### config.mk
export PLATFORM = sky130hd
export DESIGN_NAME = lsu_mem_unit
export DESIGN_NICKNAME = d
export VERILOG_FILES = /design/src/rtl/lsu_mem_unit.sv
export SDC_FILE = /design/constraint.sdc
export NUM_CORES = 1
export LEC_CHECK = 0
export CORE_ASPECT_RATIO = 1.5
export CORE_MARGIN = 3
export CORE_UTILIZATION = 45
export DETAILED_ROUTE_END_ITERATION = 7
export GPL_TIMING_DRIVEN = 0
export PLACE_DENSITY = 0.82
export RECOVER_POWER = 50
export SYNTH_ARGS = -nofsm -noshare
export SYNTH_HDL_FRONTEND = slang
export SYNTH_SLANG_ARGS = --single-unit
### constraint.sdc
create_clock -name clk -period 2.4 [get_ports clk]
set_input_delay 0.36 -clock clk [delete_from_list [all_inputs] [get_ports clk]]
set_output_delay 0.36 -clock clk [all_outputs]
set_load 0.05 [all_outputs]
### src/rtl/lsu_mem_unit.sv
// -----------------------------------------------------------------------------
// lsu_mem_unit
//
// Memory-stage load/store unit. It accepts one decoded load or store at a time
// and runs it over a req/gnt/rvalid data bus. Load data comes back aligned and
// sign- or zero-extended, ready for writeback.
//
// Optional feature macro: LSU_MISALIGN_CHECK_EN
//   defined   : misaligned halfword/word accesses take the error path
//               (no bus access, rsp_err one cycle after accept).
//   undefined : the low address bits a halfword/word cannot use are ignored.
//
// Ports
//   clk, rst_n           clock (rising edge), asynchronous active-low reset
//   req_valid/req_ready  request handshake (see below)
//   req_wr, req_rd       store / load select (store wins when both are set)
//   req_op[2:0]          funct3: size in [1:0], unsigned-load flag in [2]
//   req_addr, req_wdata  byte address and rs2 store data
//   rsp_valid            one-cycle completion pulse
//   rsp_rdata, rsp_err   extended load data / error flag, 0 unless rsp_valid
//   bus_req, bus_we, bus_addr, bus_be, bus_wdata   data bus request side
//   bus_gnt              request accepted this cycle
//   bus_rvalid, bus_rdata read data return
//   dbg_state_o          current FSM state, for observation only
//
// Handshake: a request is taken in any cycle where req_valid & req_ready is
// high at the rising edge. req_ready is high only in IDLE, so the caller must
// hold its request until then. On the bus, request fields stay constant from
// the first bus_req cycle until bus_gnt is sampled high; bus_rvalid is only
// looked at while a load waits for its data.
// -----------------------------------------------------------------------------
module lsu_mem_unit #(
  parameter int XLEN = 32
) (
  input  logic            clk,
  input  logic            rst_n,
  input  logic            req_valid,
  output logic            req_ready,
  input  logic            req_wr,
  input  logic            req_rd,
  input  logic [2:0]      req_op,
  input  logic [XLEN-1:0] req_addr,
  input  logic [XLEN-1:0] req_wdata,
  output logic            rsp_valid,
  output logic [XLEN-1:0] rsp_rdata,
  output logic            rsp_err,
  output logic            bus_req,
  output logic            bus_we,
  output logic [XLEN-1:0] bus_addr,
  output logic [3:0]      bus_be,
  output logic [XLEN-1:0] bus_wdata,
  input  logic            bus_gnt,
  input  logic            bus_rvalid,
  input  logic [XLEN-1:0] bus_rdata,
  output logic [1:0]      dbg_state_o
);

  typedef enum logic [1:0] {
    S_IDLE = 2'd0,
    S_REQ  = 2'd1,
    S_WAIT = 2'd2,
    S_DONE = 2'd3
  } state_e;

  state_e state_q, state_d;

  logic            we_q;
  logic [2:0]      op_q;
  logic [XLEN-1:0] addr_q;
  logic [3:0]      be_q;
  logic [XLEN-1:0] wdata_q;
  logic            err_q;
  logic [XLEN-1:0] rdata_q;

  // ---------------------------------------------------------------------------
  // Request decode (only meaningful while accepting in IDLE)
  // ---------------------------------------------------------------------------
  logic            accept;
  logic            is_store;
  logic            is_load;
  logic            op_illegal;
  logic            misaligned;
  logic            req_err;
  logic [3:0]      acc_be;
  logic [XLEN-1:0] acc_wdata;

  assign accept   = req_valid && (state_q == S_IDLE);
  assign is_store = req_wr;
  assign is_load  = !req_wr && req_rd;

  always_comb begin
    op_illegal = 1'b0;
    if (is_store) begin
      op_illegal = !(req_op inside {3'b000, 3'b001, 3'b010});
    end else if (is_load) begin
      op_illegal = (req_op inside {3'b011, 3'b110, 3'b111});
    end else begin
      op_illegal = 1'b1;
    end
  end

`ifdef LSU_MISALIGN_CHECK_EN
  always_comb begin
    misaligned = 1'b0;
    case (req_op[1:0])
      2'b01:   misaligned = req_addr[0];
      2'b10:   misaligned = (req_addr[1:0] != 2'b00);
      default: misaligned = 1'b0;
    endcase
  end
`else
  assign misaligned = 1'b0;
`endif

  assign req_err = op_illegal || misaligned;

  // Store lanes: byte enables follow the address, data is replicated so the
  // selected lanes carry the value regardless of offset. Loads read the word.
  always_comb begin
    acc_be    = 4'b1111;
    acc_wdata = '0;
    if (is_store) begin
      case (req_op[1:0])
        2'b00: begin
          acc_be    = 4'b0001 << req_addr[1:0];
          acc_wdata = {4{req_wdata[7:0]}};
        end
        2'b01: begin
          acc_be    = req_addr[1] ? 4'b1100 : 4'b0011;
          acc_wdata = {2{req_wdata[15:0]}};
        end
        default: begin
          acc_be    = 4'b1111;
          acc_wdata = req_wdata;
        end
      endcase
    end
  end

  // ---------------------------------------------------------------------------
  // Load data extraction from the returned word, using the registered request
  // ---------------------------------------------------------------------------
  logic [7:0]      ld_byte;
  logic [15:0]     ld_half;
  logic [XLEN-1:0] ld_data;

  always_comb begin
    ld_byte = 8'h00;
    case (addr_q[1:0])
      2'b00: ld_byte = bus_rdata[7:0];
      2'b01: ld_byte = bus_rdata[15:8];
      2'b10: ld_byte = bus_rdata[23:16];
      2'b11: ld_byte = bus_rdata[31:24];
      default: ld_byte = 8'h00;
    endcase
    ld_half = addr_q[1] ? bus_rdata[31:16] : bus_rdata[15:0];
    case (op_q[1:0])
      // op_q[2] set means LBU/LHU: the fill bit is forced to zero.
      2'b00:   ld_data = {{24{ld_byte[7] & ~op_q[2]}}, ld_byte};
      2'b01:   ld_data = {{16{ld_half[15] & ~op_q[2]}}, ld_half};
      default: ld_data = bus_rdata;
    endcase
  end

  // ---------------------------------------------------------------------------
  // FSM
  // ---------------------------------------------------------------------------
  always_ff @(posedge clk or negedge rst_n) begin
    if (!rst_n) begin
      state_q <= S_IDLE;
    end else begin
      state_q <= state_d;
    end
  end

  always_comb begin
    state_d = state_q;
    case (state_q)
      S_IDLE: begin
        if (accept) begin
          state_d = req_err ? S_DONE : S_REQ;
        end
      end
      S_REQ: begin
        if (bus_gnt) begin
          state_d = we_q ? S_DONE : S_WAIT;
        end
      end
      S_WAIT: begin
        if (bus_rvalid) begin
          state_d = S_DONE;
        end
      end
      S_DONE: begin
        state_d = S_IDLE;
      end
      default: state_d = S_IDLE;
    endcase
  end

  // ---------------------------------------------------------------------------
  // Request / response registers
  // ---------------------------------------------------------------------------
  always_ff @(posedge clk or negedge rst_n) begin
    if (!rst_n) begin
      we_q    <= 1'b0;
      op_q    <= 3'b000;
      addr_q  <= '0;
      be_q    <= 4'b0000;
      wdata_q <= '0;
      err_q   <= 1'b0;
      rdata_q <= '0;
    end else begin
      if (accept) begin
        we_q    <= is_store;
        op_q    <= req_op;
        addr_q  <= req_addr;
        be_q    <= acc_be;
        wdata_q <= acc_wdata;
        err_q   <= req_err;
        rdata_q <= '0;
      end else if ((state_q == S_WAIT) && bus_rvalid) begin
        rdata_q <= ld_data;
      end
    end
  end

  // ---------------------------------------------------------------------------
  // Outputs: bus fields and response are gated so they read 0 outside their
  // own state, which also gives reset values straight from the state register.
  // ---------------------------------------------------------------------------
  assign req_ready   = (state_q == S_IDLE);
  assign bus_req     = (state_q == S_REQ);
  assign bus_we      = bus_req && we_q;
  assign bus_addr    = bus_req ? {addr_q[XLEN-1:2], 2'b00} : '0;
  assign bus_be      = bus_req ? be_q : 4'b0000;
  assign bus_wdata   = bus_req ? wdata_q : '0;
  assign rsp_valid   = (state_q == S_DONE);
  assign rsp_rdata   = rsp_valid ? rdata_q : '0;
  assign rsp_err     = rsp_valid && err_q;
  assign dbg_state_o = state_q;

endmodule

==> metrics.txt, run 1 <==
cell area after layout=8310 um2; critical path required time=2040 ps; dpl hpwl=14200 um; Netlist cell types=41; clk slew on worst S/H paths=70 ps; Worst-Margin Slew=1210 ps; post-synthesis cell area=5670 um2; Max-cap violations=0; CTS Hold Bufs=0; sum of negative setup slack=0 ps; # DRC=0; Final Util=68.4%; routability-driven placement congestion ratio=0.960; Root Driver=clkbuf_16; deepest clock path buffer count=2; Die ar.=14000 um2; Leak=3.86 nW; first-pass GRT wire length=29300 um; Placement Cell Area=8050 um2; Via density=5.35; clock latency on the worst-skew pair=340 ps; row cnt=49; status=finished, final reports clean; I/O pin cnt=213; fmax=431 MHz; Max Slew Vio Count=0; synth-to-layout area growth=46.4%; clk_skew=8.27 ps; Crit Path Class=flop to output pin; Num CTS Buffers=9; Crit Path Max Fanout=7; Initial DRC Count=245; commonest register cell after synthesis=dfrtp_1; Remaining Overflow, GRT=0; Fin. Hold Viols=0; Reg area=2680 um2; Final ANT Viol Nets=0; H-tree Lvls=3; Clock Sinks=107; diode count=0; final layout net count=963; Yosys warning count=0; Internal Power=5.27 mW; critical path startpoint category=flop; number of global-route vias before repair=5563; Psw=4.51 mW; Post-synth EDFFs=0; register area share after synthesis=47.2%; share of layout cells above drive strength 1=22.6%; GRT Overall Usage=26.5%; Fillers=969; proportion of power drawn by the clock network=15.3%; Synth Register Bits=107; Hold Path Class=input pin to async pin; commonest non-fill, non-tap cell in the layout=nand2_1; buffers added on ports=210; Flop pwr share=31.0%; worst vdd ir=0.000840 V; most frequent cells in the layout=157 x nand2_1, 106 x dfrtp_1, 105 x clkdlybuf4s50_1; Post-Route WL=18400 um; final critical-path required period=2320 ps; die height=144 um; post-DR wirelength/cell=18.2 um; Inst Count DP=995; core area=12100 um2; Post-synth ARST share=100%; Syn Area/Cell=9.01 um2; CP Data Arrival Time=1960 ps; Comb pwr share=53.8%; Die W=97.7 um; Tcrit/Tclk final=96.7%; via count=5413; non-filler instance count after layout=1011; area of the multi-input gates=2820 um2; Initial Utilization=46.7%; Sw Ratio=46.1%; drt pass-1 iters=5; power density over cell area=1180 nW/um2; setup violators final=0; largest net degree at the start of global routing=63; CTS tree=done; initial antenna violation count=0; Critical Path End Type=output pin; Syn Inst Count=630; worst slew margin relative to its limit=19.3%
-- flip-flops by register name, indices dropped and copies added, names as in the netlist --
name         cells
addr_q          32
rdata_q         32
wdata_q         32
be_q             4
op_q             3
dbg_state_o      2
err_q            1
we_q             1
-- Yosys cell counts (6+ instances only) --
| master | instances | share of area (%) |
|---|---|---|
| buf_2 | 6 | 0.53 |
| a21oi_1 | 21 | 1.9 |
| nor2b_1 | 8 | 0.88 |
| dfrtp_1 | 107 | 47 |
| mux2i_1 | 31 | 5.5 |
| nand2_1 | 157 | 10 |
| clkbuf_1 | 36 | 2.4 |
| nor2_1 | 14 | 0.93 |
| a32o_1 | 8 | 1.4 |
| mux2_2 | 10 | 2.0 |
| and2_1 | 101 | 11 |
| o21ai_0 | 59 | 5.2 |
| a221o_1 | 16 | 2.8 |
| nand2b_1 | 17 | 1.9 |
-- cell type report --
cell class,count,share of cell area [%]
multi-input cells,471,33.9
flip-flops and latches,107,32.2
clock inverters,4,0.603
plain buffers,48,3.00
well taps,153,2.30
inverters,5,0.226
repair buffers,211,24.7
clock buffers,12,2.97
-- kinds of logic (layout without fill, tap and decap cells) --
| group | count (synthesis) | after routing | share of synthesized area [%] |
|---|---|---|---|
| and+or+nand+nor | 307 | 307 | 26.4 |
| AOI/OAI and AO/OA | 117 | 117 | 13.7 |
| DFF | 107 | 107 | 47.2 |
| buffers and inverters | 53 | 280 | 4.30 |
| muxes | 41 | 41 | 7.45 |
| adders and majority gates | 4 | 4 | 0.882 |
| other | 1 | 2 | 0.0661 |
-- through the flow --
stage	setup slack, ps	total power, mW	hold WS, ps
after global routing	-0.236	10.4	333
after CTS	1.06	9.78	56.5
after global placement	-3500	8.25	451
after detailed placement	-681	8.42	418
final	79.2	9.79	259
after floorplan	-19.3	6.58	64.4
-- power by group through the flow --
stage	logic [mW]	clock network (mW)	registers (mW)
global placement	5.24	0	3.01
detailed placement	5.36	0	3.05
floorplan	3.61	0	2.97
finish	5.26	1.49	3.03
CTS	5.25	1.51	3.02
global route	5.67	1.59	3.13
-- critical path, stage by stage (launching register included) --
cell and delay (ps):
dfrtp_1 440, ha_2 340, clkdlybuf4s50_1 840
-- what timing repair did --
action                     in CTS  in global routing
setup endpoints to repair     101                106
buffers inserted                0                  0
gates resized for setup       396                 40
-- layer usage --
metal,part of all wire (%),up-vias,GRT usage (%)
met5,0,-,0
met2,52,241,47.5
met3,6.7,52,5.68
li1,-,2527,-
met1,37,2593,29.6
met4,5.1,0,13.7
-- final timing paths --
path / endpoint / slack [ps] / startpoint / cells after the start
min in group clk: addr_q[13] / 470 / addr_q[13] / 2
max in group asynchronous: dbg_state_o[0] / 530 / rst_n / 2
max: rsp_valid / 80 / dbg_state_o[1] / 2
min reg2reg: addr_q[13] / 470 / addr_q[13] / 2
min: rdata_q[22] / 260 / rst_n / 1
max reg2reg: rdata_q[25] / 220 / dbg_state_o[1] / 7
Power figures use the tool's default switching activity.
==> run 2, diff against run 1 <==
CORE_UTILIZATION = 64   (was 45)
DONT_BUFFER_PORTS = 1   (was unset)
PLACE_DENSITY = 0.81   (was 0.82)
==> run 2 against run 1 <==
Against the previous run:
- the flow now finishes with violations (hold timing)
- global-route usage is 4.4 points higher
- utilization increased by 6.2 points
- critical path type unchanged
- register-to-register slack got worse by 160 ps
- total power down 6.5%
- critical endpoint is now bus_addr[31]
- hold slack got worse by 560 ps
- worst setup slack got worse by 24 ps
- via count decreased by 15%
- count of clock-buffer cells in the layout up 1
- sequential share of layout area increased by 10 points
- critical path depth grew 2
==> metrics.txt, run 2 (synthesis gave the netlist of run 1 again) <==
GRT Overall Usage=30.9%; worst slew margin relative to its limit=58.9%; Via density=6.12; Die W=82.9 um; drt pass-1 iters=5; worst r2r path cells=9; FF-to-FF Start=dbg_state_o[0]; # DRC=0; clk_skew=7.50 ps; Tcrit/Tclk final=97.7%; Fillers=622; most frequent cells in the layout=157 x nand2_1, 105 x dfrtp_1, 59 x o21ai_0; sum of negative setup slack=0 ps; Max Slew Vio Count=0; slowest CP cell=dfrtp_4; Leak=3.03 nW; CP cell instances=inv_4 -> ha_4 -> clkbuf_16 -> and2_1; routability-driven placement congestion ratio=0.933; biggest regs=addr_q (32), rdata_q (32), wdata_q (32); Die ar.=10100 um2; Final Util=74.7%; Total Power=9.15 mW; number of global-route vias before repair=4780; largest net degree at the start of global routing=108; critical path startpoint category=flop; Clock Sinks=107; unrepaired setup endpoints after global routing=true; r2r endpoint=rdata_q[23]; diode count=0; Root Driver=clkbuf_16; Critical Path End Type=output pin; Hold Path Class=input pin to async pin; Final ANT Viol Nets=0; Remaining Overflow, GRT=0; initial antenna violation count=0; Fin. Hold Viols=107; Reg2Reg Setup Slack=60 ps; Max-cap violations=0; core area=8520 um2; Crit Path Max Fanout=10; clock latency on the worst-skew pair=350 ps; Crit Path Class=flop to output pin; Post-Route WL=15700 um; clk slew on worst S/H paths=70 ps; commonest non-fill, non-tap cell in the layout=nand2_1; via count=4606; Slowest Stage Delay on Critical Path=600 ps; synth-to-layout area growth=12.1%; CTS tree=done; H-tree Lvls=3; buffers added on ports=0; Placement Cell Area=5870 um2; row cnt=41; cell area after layout=6360 um2; status=finished, violations left; failing checks=hold timing; share of layout cells above drive strength 1=22.8%; I/O pin cnt=213; deepest clock path buffer count=2; Initial DRC Count=256; post-DR wirelength/cell=20.9 um; setup violators final=0; final layout net count=751; die height=121 um; WHS=-300 ps; Worst-Margin Slew=616 ps; Num CTS Buffers=9; CP Data Arrival Time=1990 ps; power density over cell area=1440 nW/um2; fmax=426 MHz; worst vdd ir=0.000790 V; first-pass GRT wire length=24300 um; critical path required time=2040 ps; dpl hpwl=11600 um; Initial Utilization=66.6%; final critical-path required period=2350 ps
==> run 2: area by class of cell <==
type	count	area [um2]	area share (%)
Buffer	47	270	4.25
Clock buffer	13	250	3.94
Clock inverter	3	23.8	0.374
Inverter	5	23.8	0.374
Multi-Input combinational cell	471	2970	46.7
Sequential cell	107	2690	42.2
Tap cell	107	134	2.11
==> run 2: worst max-delay path: cells and delay by family, from the launching register on <==
family / cells / cell delay [ps]
simple gates: 1 / 440
flops: 1 / 600
buf+inv: 2 / 330
fa+ha+maj: 1 / 270
==> run 2: layer usage <==
layer  vias up  routed length (um)  track usage (%)
met5         -                   0                0
met4         0                 637             17.3
met3        45                1350             10.5
met2       214                8380             55.3
met1      2242                5350             31.3
li1       2105                   -                -
==> run 2: per-stage QoR <==
stage	instances	hold slack, ps	worst slack [ps]
after global routing	753	-317	-57.5
after floorplan	631	64.4	-19.3
final	753	-300	54.7
after CTS	753	-308	11.5
after global placement	738	66.5	-370
after detailed placement	738	66.7	-444
==> run 2: worst max path at each step <==
stage / start / end / slack, ps / depth (start not counted)
final: dbg_state_o[1] / bus_addr[31] / 50 / 4
after global routing: dbg_state_o[1] / bus_addr[17] / -60 / 4
after CTS: dbg_state_o[1] / bus_be[0] / 10 / 5
after detailed placement: dbg_state_o[1] / bus_wdata[14] / -440 / 5
after global placement: dbg_state_o[1] / bus_wdata[15] / -370 / 5
after floorplan: dbg_state_o[1] / rdata_q[21] / -20 / 9
==> run 2: timing repair <==
item	in CTS	in global routing
pin swaps	7	6
setup endpoints to repair	153	75
resized for setup	118	12
hold endpoints to repair	107	107
setup buffers	0	0
==> run 2: power breakdown <==
part	total [mW]	internal [mW]	switching [mW]	leakage, nW
clock network	1.40	0.736	0.659	0.126
registers	3.16	2.62	0.545	1.37
logic	4.59	1.43	3.16	1.54
total	9.15	4.78	4.37	3.03
